<file path="config.mk">
export PLATFORM = sky130hd
export DESIGN_NAME = seq_restoring_divider_flat
export DESIGN_NICKNAME = d
export VERILOG_FILES = /design/src/rtl/seq_restoring_divider_if.sv /design/src/rtl/seq_restoring_divider.sv /design/src/flat_wrapper.sv
export SDC_FILE = /design/constraint.sdc
export NUM_CORES = 1
export LEC_CHECK = 0
export ABC_AREA = 1
export CORE_ASPECT_RATIO = 0.8
export CORE_MARGIN = 1.5
export CORE_UTILIZATION = 40
export CTS_BUF_LIST = sky130_fd_sc_hd__clkbuf_4 sky130_fd_sc_hd__clkbuf_8
export CTS_CLUSTER_DIAMETER = 80
export CTS_CLUSTER_SIZE = 10
export DETAILED_ROUTE_END_ITERATION = 7
export GPL_ROUTABILITY_DRIVEN = 0
export PLACE_DENSITY = 0.66
export REMOVE_ABC_BUFFERS = 1
export SYNTH_ARGS = -nofsm -noshare
export SYNTH_HDL_FRONTEND = slang
export SYNTH_SLANG_ARGS = --single-unit
</file>
<file path="constraint.sdc">
create_clock -name clk -period 1.71 [get_ports clk]
set_clock_uncertainty 0.1 [all_clocks]
set_input_delay 0.342 -clock clk [delete_from_list [all_inputs] [get_ports clk]]
set_output_delay 0.342 -clock clk [all_outputs]
set_load 0.02 [all_outputs]
</file>
<file path="src/rtl/seq_restoring_divider_if.sv">
// Start/done bundle for seq_restoring_divider. The state field exposes the
// divider FSM encoding for debug and checker binding.
interface seq_restoring_divider_if #(parameter int WIDTH = 4);
  logic             start;
  logic [WIDTH-1:0] dividend;
  logic [WIDTH-1:0] divisor;
  logic             busy;
  logic             done;
  logic [WIDTH-1:0] quotient;
  logic [WIDTH-1:0] remainder;
  logic             div_by_zero;
  logic [1:0]       state;

  modport master (
    output start, dividend, divisor,
    input  busy, done, quotient, remainder, div_by_zero, state
  );

  modport slave (
    input  start, dividend, divisor,
    output busy, done, quotient, remainder, div_by_zero, state
  );
endinterface

</file>
<file path="src/rtl/seq_restoring_divider.sv">
// Sequential restoring divider, one quotient bit per clock, WIDTH iterations.
// Optional macro SEQ_DIVIDER_SIGNED_EN selects two's-complement operands.
module seq_restoring_divider #(
  parameter int WIDTH = 4
) (
  input logic                    clk,
  input logic                    rst,
  seq_restoring_divider_if.slave bus
);
  // Handshake: start is sampled only while busy=0; the accepting edge captures
  // dividend/divisor. done is a one-cycle pulse with results valid, and the
  // results hold until the next done. start while busy is dropped, not queued.

  localparam int CW = $clog2(WIDTH);
  localparam logic [1:0] S_IDLE = 2'd0;
  localparam logic [1:0] S_RUN  = 2'd1;
  localparam logic [1:0] S_DONE = 2'd2;

  logic [1:0]       state;
  logic [WIDTH-1:0] r;
  logic [WIDTH-1:0] q;
  logic [WIDTH-1:0] dvs;
  logic [CW-1:0]    cnt;
  logic [WIDTH:0]   p;
  logic [WIDTH:0]   t;
  logic [WIDTH-1:0] q_next;
  logic [WIDTH-1:0] r_next;
  logic [WIDTH-1:0] a_mag;
  logic [WIDTH-1:0] b_mag;
  logic [WIDTH-1:0] fix_q;
  logic [WIDTH-1:0] fix_r;
  logic [WIDTH-1:0] quot_r;
  logic [WIDTH-1:0] rem_r;
  logic             dbz_r;
`ifdef SEQ_DIVIDER_SIGNED_EN
  logic             neg_q;
  logic             neg_r;
`endif

  // The restored remainder is always below the divisor, so WIDTH bits hold it;
  // only the shifted/trial value needs the extra bit.
  always_comb begin
    p      = {r, q[WIDTH-1]};
    t      = p - {1'b0, dvs};
    q_next = {q[WIDTH-2:0], ~t[WIDTH]};
    r_next = t[WIDTH] ? p[WIDTH-1:0] : t[WIDTH-1:0];
  end

`ifdef SEQ_DIVIDER_SIGNED_EN
  always_comb begin
    a_mag = bus.dividend[WIDTH-1] ? (~bus.dividend + 1'b1) : bus.dividend;
    b_mag = bus.divisor[WIDTH-1]  ? (~bus.divisor + 1'b1)  : bus.divisor;
    fix_q = neg_q ? (~q_next + 1'b1) : q_next;
    fix_r = neg_r ? (~r_next + 1'b1) : r_next;
  end
`else
  always_comb begin
    a_mag = bus.dividend;
    b_mag = bus.divisor;
    fix_q = q_next;
    fix_r = r_next;
  end
`endif

  always_ff @(posedge clk) begin
    if (rst) begin
      state  <= S_IDLE;
      r      <= '0;
      q      <= '0;
      dvs    <= '0;
      cnt    <= '0;
      quot_r <= '0;
      rem_r  <= '0;
      dbz_r  <= 1'b0;
`ifdef SEQ_DIVIDER_SIGNED_EN
      neg_q  <= 1'b0;
      neg_r  <= 1'b0;
`endif
    end else begin
      case (state)
        S_IDLE: begin
          if (bus.start) begin
            cnt   <= '0;
            r     <= '0;
            q     <= a_mag;
            dvs   <= b_mag;
            dbz_r <= 1'b0;
`ifdef SEQ_DIVIDER_SIGNED_EN
            neg_q <= bus.dividend[WIDTH-1] ^ bus.divisor[WIDTH-1];
            neg_r <= bus.dividend[WIDTH-1];
`endif
            if (bus.divisor == '0) begin
              state  <= S_DONE;
              dbz_r  <= 1'b1;
              quot_r <= '1;
              rem_r  <= bus.dividend;
            end else begin
              state <= S_RUN;
            end
          end
        end
        S_RUN: begin
          r   <= r_next;
          q   <= q_next;
          cnt <= cnt + CW'(1);
          if (cnt == CW'(WIDTH - 1)) begin
            state  <= S_DONE;
            quot_r <= fix_q;
            rem_r  <= fix_r;
          end
        end
        S_DONE:  state <= S_IDLE;
        default: state <= S_IDLE;
      endcase
    end
  end

  assign bus.busy        = (state != S_IDLE);
  assign bus.done        = (state == S_DONE);
  assign bus.quotient    = quot_r;
  assign bus.remainder   = rem_r;
  assign bus.div_by_zero = dbz_r;
  assign bus.state       = state;
endmodule

</file>
<file path="src/flat_wrapper.sv">
// flat-port wrapper written by rule: the top's interface ports become plain ports
module seq_restoring_divider_flat 
#(
  parameter int WIDTH = 4
)
  (clk, rst, bus_start, bus_dividend, bus_divisor, bus_busy, bus_done, bus_quotient, bus_remainder, bus_div_by_zero, bus_state);
  seq_restoring_divider_if #(.WIDTH(WIDTH)) bus_i ();
  input logic clk;
  input logic rst;
  input wire logic [$bits(bus_i.start)-1:0] bus_start;
  input wire logic [$bits(bus_i.dividend)-1:0] bus_dividend;
  input wire logic [$bits(bus_i.divisor)-1:0] bus_divisor;
  output wire logic [$bits(bus_i.busy)-1:0] bus_busy;
  output wire logic [$bits(bus_i.done)-1:0] bus_done;
  output wire logic [$bits(bus_i.quotient)-1:0] bus_quotient;
  output wire logic [$bits(bus_i.remainder)-1:0] bus_remainder;
  output wire logic [$bits(bus_i.div_by_zero)-1:0] bus_div_by_zero;
  output wire logic [$bits(bus_i.state)-1:0] bus_state;
  assign bus_i.start = bus_start;
  assign bus_i.dividend = bus_dividend;
  assign bus_i.divisor = bus_divisor;
  assign bus_busy = bus_i.busy;
  assign bus_done = bus_i.done;
  assign bus_quotient = bus_i.quotient;
  assign bus_remainder = bus_i.remainder;
  assign bus_div_by_zero = bus_i.div_by_zero;
  assign bus_state = bus_i.state;
  seq_restoring_divider #(.WIDTH(WIDTH)) u_core (.clk(clk), .rst(rst), .bus(bus_i));
endmodule
</file>
==> results of run 1 <==
==> state kept, by name, indices dropped and copies added, names as in the netlist <==
signal and cells:
u_core.cnt 2, u_core.bus.quotient 4, u_core.bus.state 2, u_core.bus.div_by_zero 1
u_core.bus.remainder 4, u_core.dvs 4, u_core.r 4, u_core.q 4
==> cell type report <==
class,count,area (um2),share of cell area (%)
inverter,32,125,6.76
timing repair buffer,34,322,17.4
tap,40,50.0,2.70
clock inverter,1,8.76,0.473
sequential,25,502,27.1
clock buffer,3,41.3,2.23
multi-input combinational,124,803,43.4
==> repair_timing <==
action                     CTS  global route
gates resized for setup     33            12
setup endpoints to repair   13            16
pin swaps                    6             2
==> layer usage <==
layer	up-vias	part of all wire (%)	wire, um	global-route usage, %
met3	6	5.4	173	5.23
met1	579	45	1440	23.9
met2	39	48	1520	33.8
met5	-	0	0	0
li1	655	-	-	-
met4	0	1.4	46	5.10
==> cells in the final DEF (no fill, tap or decap), drive strengths merged <==
master / instances
dlygate4sd2: 3
fa: 1
nor3: 1
a21oi: 12
inv: 33
dlymetal6s2s: 5
xnor2: 1
ha: 5
o21ai: 14
clkbuf: 3
buf: 11
nand3: 24
dfxtp: 25
nand2: 39
a31oi: 4
nor2: 23
clkdlybuf4s50: 15
==> worst max-delay path, cell delays in order (launching register included) <==
cell	delay (ps)
dfxtp_1	430
ha_1	320
a21oi_1	290
nand3_2	140
nand2_4	160
nand3_4	100
nand3_2	100
nand2_1	50
inv_1	60
==> stage by stage <==
step	instances	utilization (%)	TNS [ps]	hold WS (ps)
floorplan	181	-	-271	311
detailed placement	255	53.1	-1510	359
global placement	255	53.1	-857	341
finish	259	60.5	-576	366
CTS	259	59.0	-78.7	374
global route	259	60.5	-1460	397
==> power by group <==
group,total [uW],switching [uW],internal (uW)
Combinational,660,398,262
Clock,383,212,171
Sequential,688,41.3,646
Total,1730,651,1080
==> final timing paths <==
path | endpoint | slack (ps) | cells past startpoint
worst max-delay path | u_core.r[2] | -90 | 8
worst min-delay path | u_core.bus.quotient[3] | 370 | 2
worst max register to register | u_core.r[2] | -90 | 8
worst min register to register | u_core.bus.quotient[3] | 370 | 2
==> cells by family after synthesis <==
| logic type | after synthesis | synth area share [%] |
|---|---|---|
| AOI/OAI and AO/OA | 30 | 13.0 |
| buffers and inverters | 35 | 11.0 |
| adders and majority gates | 6 | 6.46 |
| and+or+nand+nor | 87 | 29.7 |
| DFF | 25 | 39.1 |
| xor gates and xnor gates | 1 | 0.685 |
==> results_dict.tcl, run 1 <==
set metrics [dict create \
    status "finished with violations" \
    violations "negative setup slack" \
    cts_hold_buf 0 \
    hold_class "reg2reg" \
    core_area_um2 3060 \
    post_cts_buffers 0 \
    timing.slew.headroom_pct 73.3 \
    syn_area_per_cell_um2 6.95 \
    layout-drive-gt1-share_pct 24.7 \
    dieWidth_um 66.2 \
    antenna_cells 0 \
    rows 18 \
    rsz0062_at_grt "yes" \
    finish.instance_area_um2 1850 \
    worstSetupPathType "reg2reg" \
    drv_slew 0 \
    synthTopCellsByCount "nand2_1 (38), inv_1 (28), dfxtp_1 (25)" \
    numCtsBuffers 3 \
    end_kind "register" \
    clock_sinks 25 \
    grt_max_degree 17 \
    die_area_um2 3550 \
    yosysWarnings 0 \
    required_ps 1840 \
    finalSetupViolations 10 \
    min_period_over_period_pct 105 \
    ir_worst_vdd_mv 0.644 \
    fin_nets 237 \
    period_minus_slack_ps 1800 \
    path_clk_slew_ps 100 \
    drt-initial-drc-count 56 \
    p_total_uw 1730 \
    tritoncts "done" \
    max_cap_violations 0 \
    dp_hpwl_mm 2.18 \
    ys_seq_area_share_pct 39.1 \
    hold_violations 0 \
    clk_path_buf_depth 2 \
    synthCells 184 \
    crit_arrival_ps 1930 \
    start_util_pct 41.7 \
    drt_wl_total_mm 3.19 \
    syn_to_final_growth_pct 44.8 \
    timing.final.ws_setup_ps -91.5 \
    r2r_start "u_core.r[2]" \
    place_ws_ps -186 \
    fillers 276 \
    startpoint_type "register" \
    postPlaceCellArea_um2 1630 \
    ant_nets 0 \
    fp.dieH_um 53.6 \
    worstMarginPinSlew_ps 400 \
    grt_pass1_wl_mm 5.24 \
    startpoint "u_core.r[2]" \
    num_io_pins 24 \
    worstHoldStart "u_core.bus.quotient[3]" \
    leakagePower_uw 0.000947 \
    drc 0 \
    yosysMostFrequentCell "nand2_1" \
    crit_fanout 6 \
    port_buffers 23 \
    ys_ff_latch 25 \
    clk_root_buffer_cell "clkbuf_8" \
    antenna_found_initial 0 \
    vias 1279 \
    clk_latency_ps 280 \
    grt_overflow 0 \
    max_freq_ghz 0.555 \
    drt_pass1_iterations 6 \
    powerDensity_nw_per_um2 935 \
    netlist.top_cell.by_area "dfxtp_1" \
    grt_pass1_vias 1187 \
    synth_flop_cell "dfxtp_1" \
    async_reset_ff_share_pct 0 \
    synth_area_leaders "dfxtp_1 (39%), nand2_1 (11%), nand3_1 (9.0%)" \
    grt.total_usage_pct 19.4 \
    synth_area_um2 1280 \
    htree_levels 1 \
    synth_top_cell_area_share_pct 39.1 \
    vias_per_cell 4.94 \
    synth_cell_types 21 \
    synth_edf_count 0 \
    avgRoutedWirePerCell_um 12.3 \
]
No activity file was read; power rests on OpenSTA's default activity.
==> run 2: changes to the inputs <==
--- a/config.mk
+++ b/config.mk
@@ -6,15 +6,17 @@
 export NUM_CORES = 1
 export LEC_CHECK = 0
 export ABC_AREA = 1
+export CELL_PAD_IN_SITES_DETAIL_PLACEMENT = 0
+export CELL_PAD_IN_SITES_GLOBAL_PLACEMENT = 1
 export CORE_ASPECT_RATIO = 0.8
 export CORE_MARGIN = 1.5
-export CORE_UTILIZATION = 40
+export CORE_UTILIZATION = 34
 export CTS_BUF_LIST = sky130_fd_sc_hd__clkbuf_4 sky130_fd_sc_hd__clkbuf_8
 export CTS_CLUSTER_DIAMETER = 80
 export CTS_CLUSTER_SIZE = 10
 export DETAILED_ROUTE_END_ITERATION = 7
 export GPL_ROUTABILITY_DRIVEN = 0
-export PLACE_DENSITY = 0.66
+export PLACE_DENSITY_LB_ADDON = 0.1
 export REMOVE_ABC_BUFFERS = 1
 export SYNTH_ARGS = -nofsm -noshare
 export SYNTH_HDL_FRONTEND = slang
==> run 2 against run 1 <==
Effect of this change: highest routed layer unchanged; hold slack got worse by 1.8 ps; non-clock buffer count rose by 3; global-route usage fell by 1.9 points; the run still ends with negative setup slack left; critical path depth rose by 2; via count rose by 0.70%; final cell count rose by 1.9%; flip-flop and latch count did not move; core utilization fell by 7.4 points.
==> results_dict.tcl, run 2 (synthesis results as in run 1) <==
set metrics [dict create \
    status "finished with violations" \
    violations "negative setup slack" \
    path_clk_slew_ps 90 \
    clock_sinks 25 \
    final_common_cell "nand2_1" \
    htree_levels 1 \
    numCtsBuffers 3 \
    layout-drive-gt1-share_pct 25.7 \
    critPathMaxStageDelay_ps 360 \
    drc 0 \
    fin_nets 240 \
    tritoncts "done" \
    antenna_found_initial 0 \
    grt_overflow 0 \
    syn_to_final_growth_pct 46.0 \
    r2r_start "u_core.dvs[0]" \
    slowest_stage "dfxtp_1" \
    dp_hpwl_mm 2.36 \
    timing.final.ws_setup_ps -115 \
    rows 19 \
    max_cap_violations 0 \
    drt-initial-drc-count 72 \
    timing.slew.headroom_pct 73.8 \
    clk_path_buf_depth 2 \
    vias_per_cell 4.88 \
    crit_top_cell "nand2_2" \
    max_freq_ghz 0.548 \
    port_buffers 23 \
    path_cells "ha_4, fa_2, inv_2, nand2_2, nand2_2, nand3_2, nand2_4, buf_6, nand2_2, a31oi_1" \
    finalSetupViolations 9 \
    worstMarginPinSlew_ps 392 \
    avgRoutedWirePerCell_um 13.1 \
    mostFrequentLayoutCells "nand2_1 (33), inv_1 (26), dfxtp_1 (24), nor2_1 (21), nand3_2 (18)" \
    period_minus_slack_ps 1820 \
    vias 1288 \
    end_kind "register" \
    core_area_um2 3520 \
    leakagePower_uw 0.000937 \
    startpoint_type "register" \
    crit_arrival_ps 1930 \
    min_to "u_core.cnt[0]" \
    r2r_end "u_core.q[0]" \
    rsz0062_at_grt "yes" \
    drv_slew 0 \
    tns_ps -754 \
    r2r_slack_ps -110 \
    grt.total_usage_pct 17.5 \
    hold_class "reg2reg" \
    grt_pass1_wl_mm 5.60 \
    worstHoldStart "u_core.cnt[0]" \
    powerDensity_nw_per_um2 931 \
    ff_latch_area_um2 502 \
    crit_fanout 6 \
    critPathBufInv 2 \
    multi_input_area_um2 793 \
    antenna_cells 0 \
    fillers 335 \
    crit_family "adder cells" \
    hold_path_depth 1 \
    die_area_um2 4140 \
    required_ps 1810 \
    start_util_pct 36.3 \
    clk_latency_ps 270 \
    clk_root_buffer_cell "clkbuf_8" \
    num_io_pins 24 \
    drt_wl_total_mm 3.46 \
    ir_worst_vdd_mv 0.509 \
    hold_violations 0 \
    place_ws_ps -150 \
    drt_pass1_iterations 7 \
    dieWidth_um 71.6 \
    grt_max_degree 16 \
    min_period_over_period_pct 107 \
    fp.dieH_um 57.9 \
    ant_nets 0 \
    worstSetupPathType "reg2reg" \
    grt_pass1_vias 1253 \
    r2r_cells 10 \
]
[run 2: changes by cell type in the layout (fill, tap and decap cells not counted), sizes merged]
cell / before / now
buf: 11 / 14
clkdlybuf4s50: 15 / 16
clkinvlp: 0 / 1
dlymetal6s2s: 5 / 4
inv: 33 / 32
[run 2: worst max path at each step]
stage	start	endpoint	cells after the start
final	u_core.dvs[0]	u_core.q[0]	10
after global placement	u_core.q[3]	u_core.r[2]	12
after CTS	u_core.q[3]	u_core.r[2]	12
after floorplan	u_core.q[3]	u_core.r[3]	11
after detailed placement	u_core.q[3]	u_core.r[2]	12
after global routing	u_core.r[2]	u_core.r[1]	8
[run 2: cell type report]
cell class                 count  share of cell area, %
timing repair buffer          37                   18.5
sequential                    25                   26.9
clock buffer                   3                   2.21
inverter                      32                   6.70
tap                           42                   2.82
multi-input combinational    124                   42.5
clock inverter                 1                  0.402
[run 2: metal layers]
layer / global-route usage, % / vias up / wire length (um) / share of wire [%]
li1: - / 662 / - / -
met4: 4.31 / 0 / 76 / 2.2
met1: 21.3 / 594 / 1560 / 45
met2: 31.9 / 26 / 1720 / 50
met3: 3.65 / 6 / 101 / 2.9
met5: 0 / - / 0 / 0
[run 2: per-stage QoR]
step	hold slack (ps)	total power [uW]	utilization, %	instance area (um2)	cells
detailed placement	360	1250	46.7	1640	259
floorplan	311	1030	-	1260	181
global placement	348	1250	46.7	1640	259
CTS	374	1670	50.9	1790	263
global route	398	1850	53.1	1870	264
finish	364	1740	53.1	1870	264
[run 2: where the power goes]
part / internal, uW / leakage (uW) / switching (uW)
registers: 646 / 0.000206 / 41.9
logic: 283 / 0.000709 / 403
clock network: 165 / 0.0000217 / 198
[run 2: timing repair]
item / in CTS / in global routing
pin swaps: 12 / 6
hold buffers: 0 / 0
resized for setup: 27 / 17
setup buffers: 0 / 1
setup endpoints to repair: 13 / 15
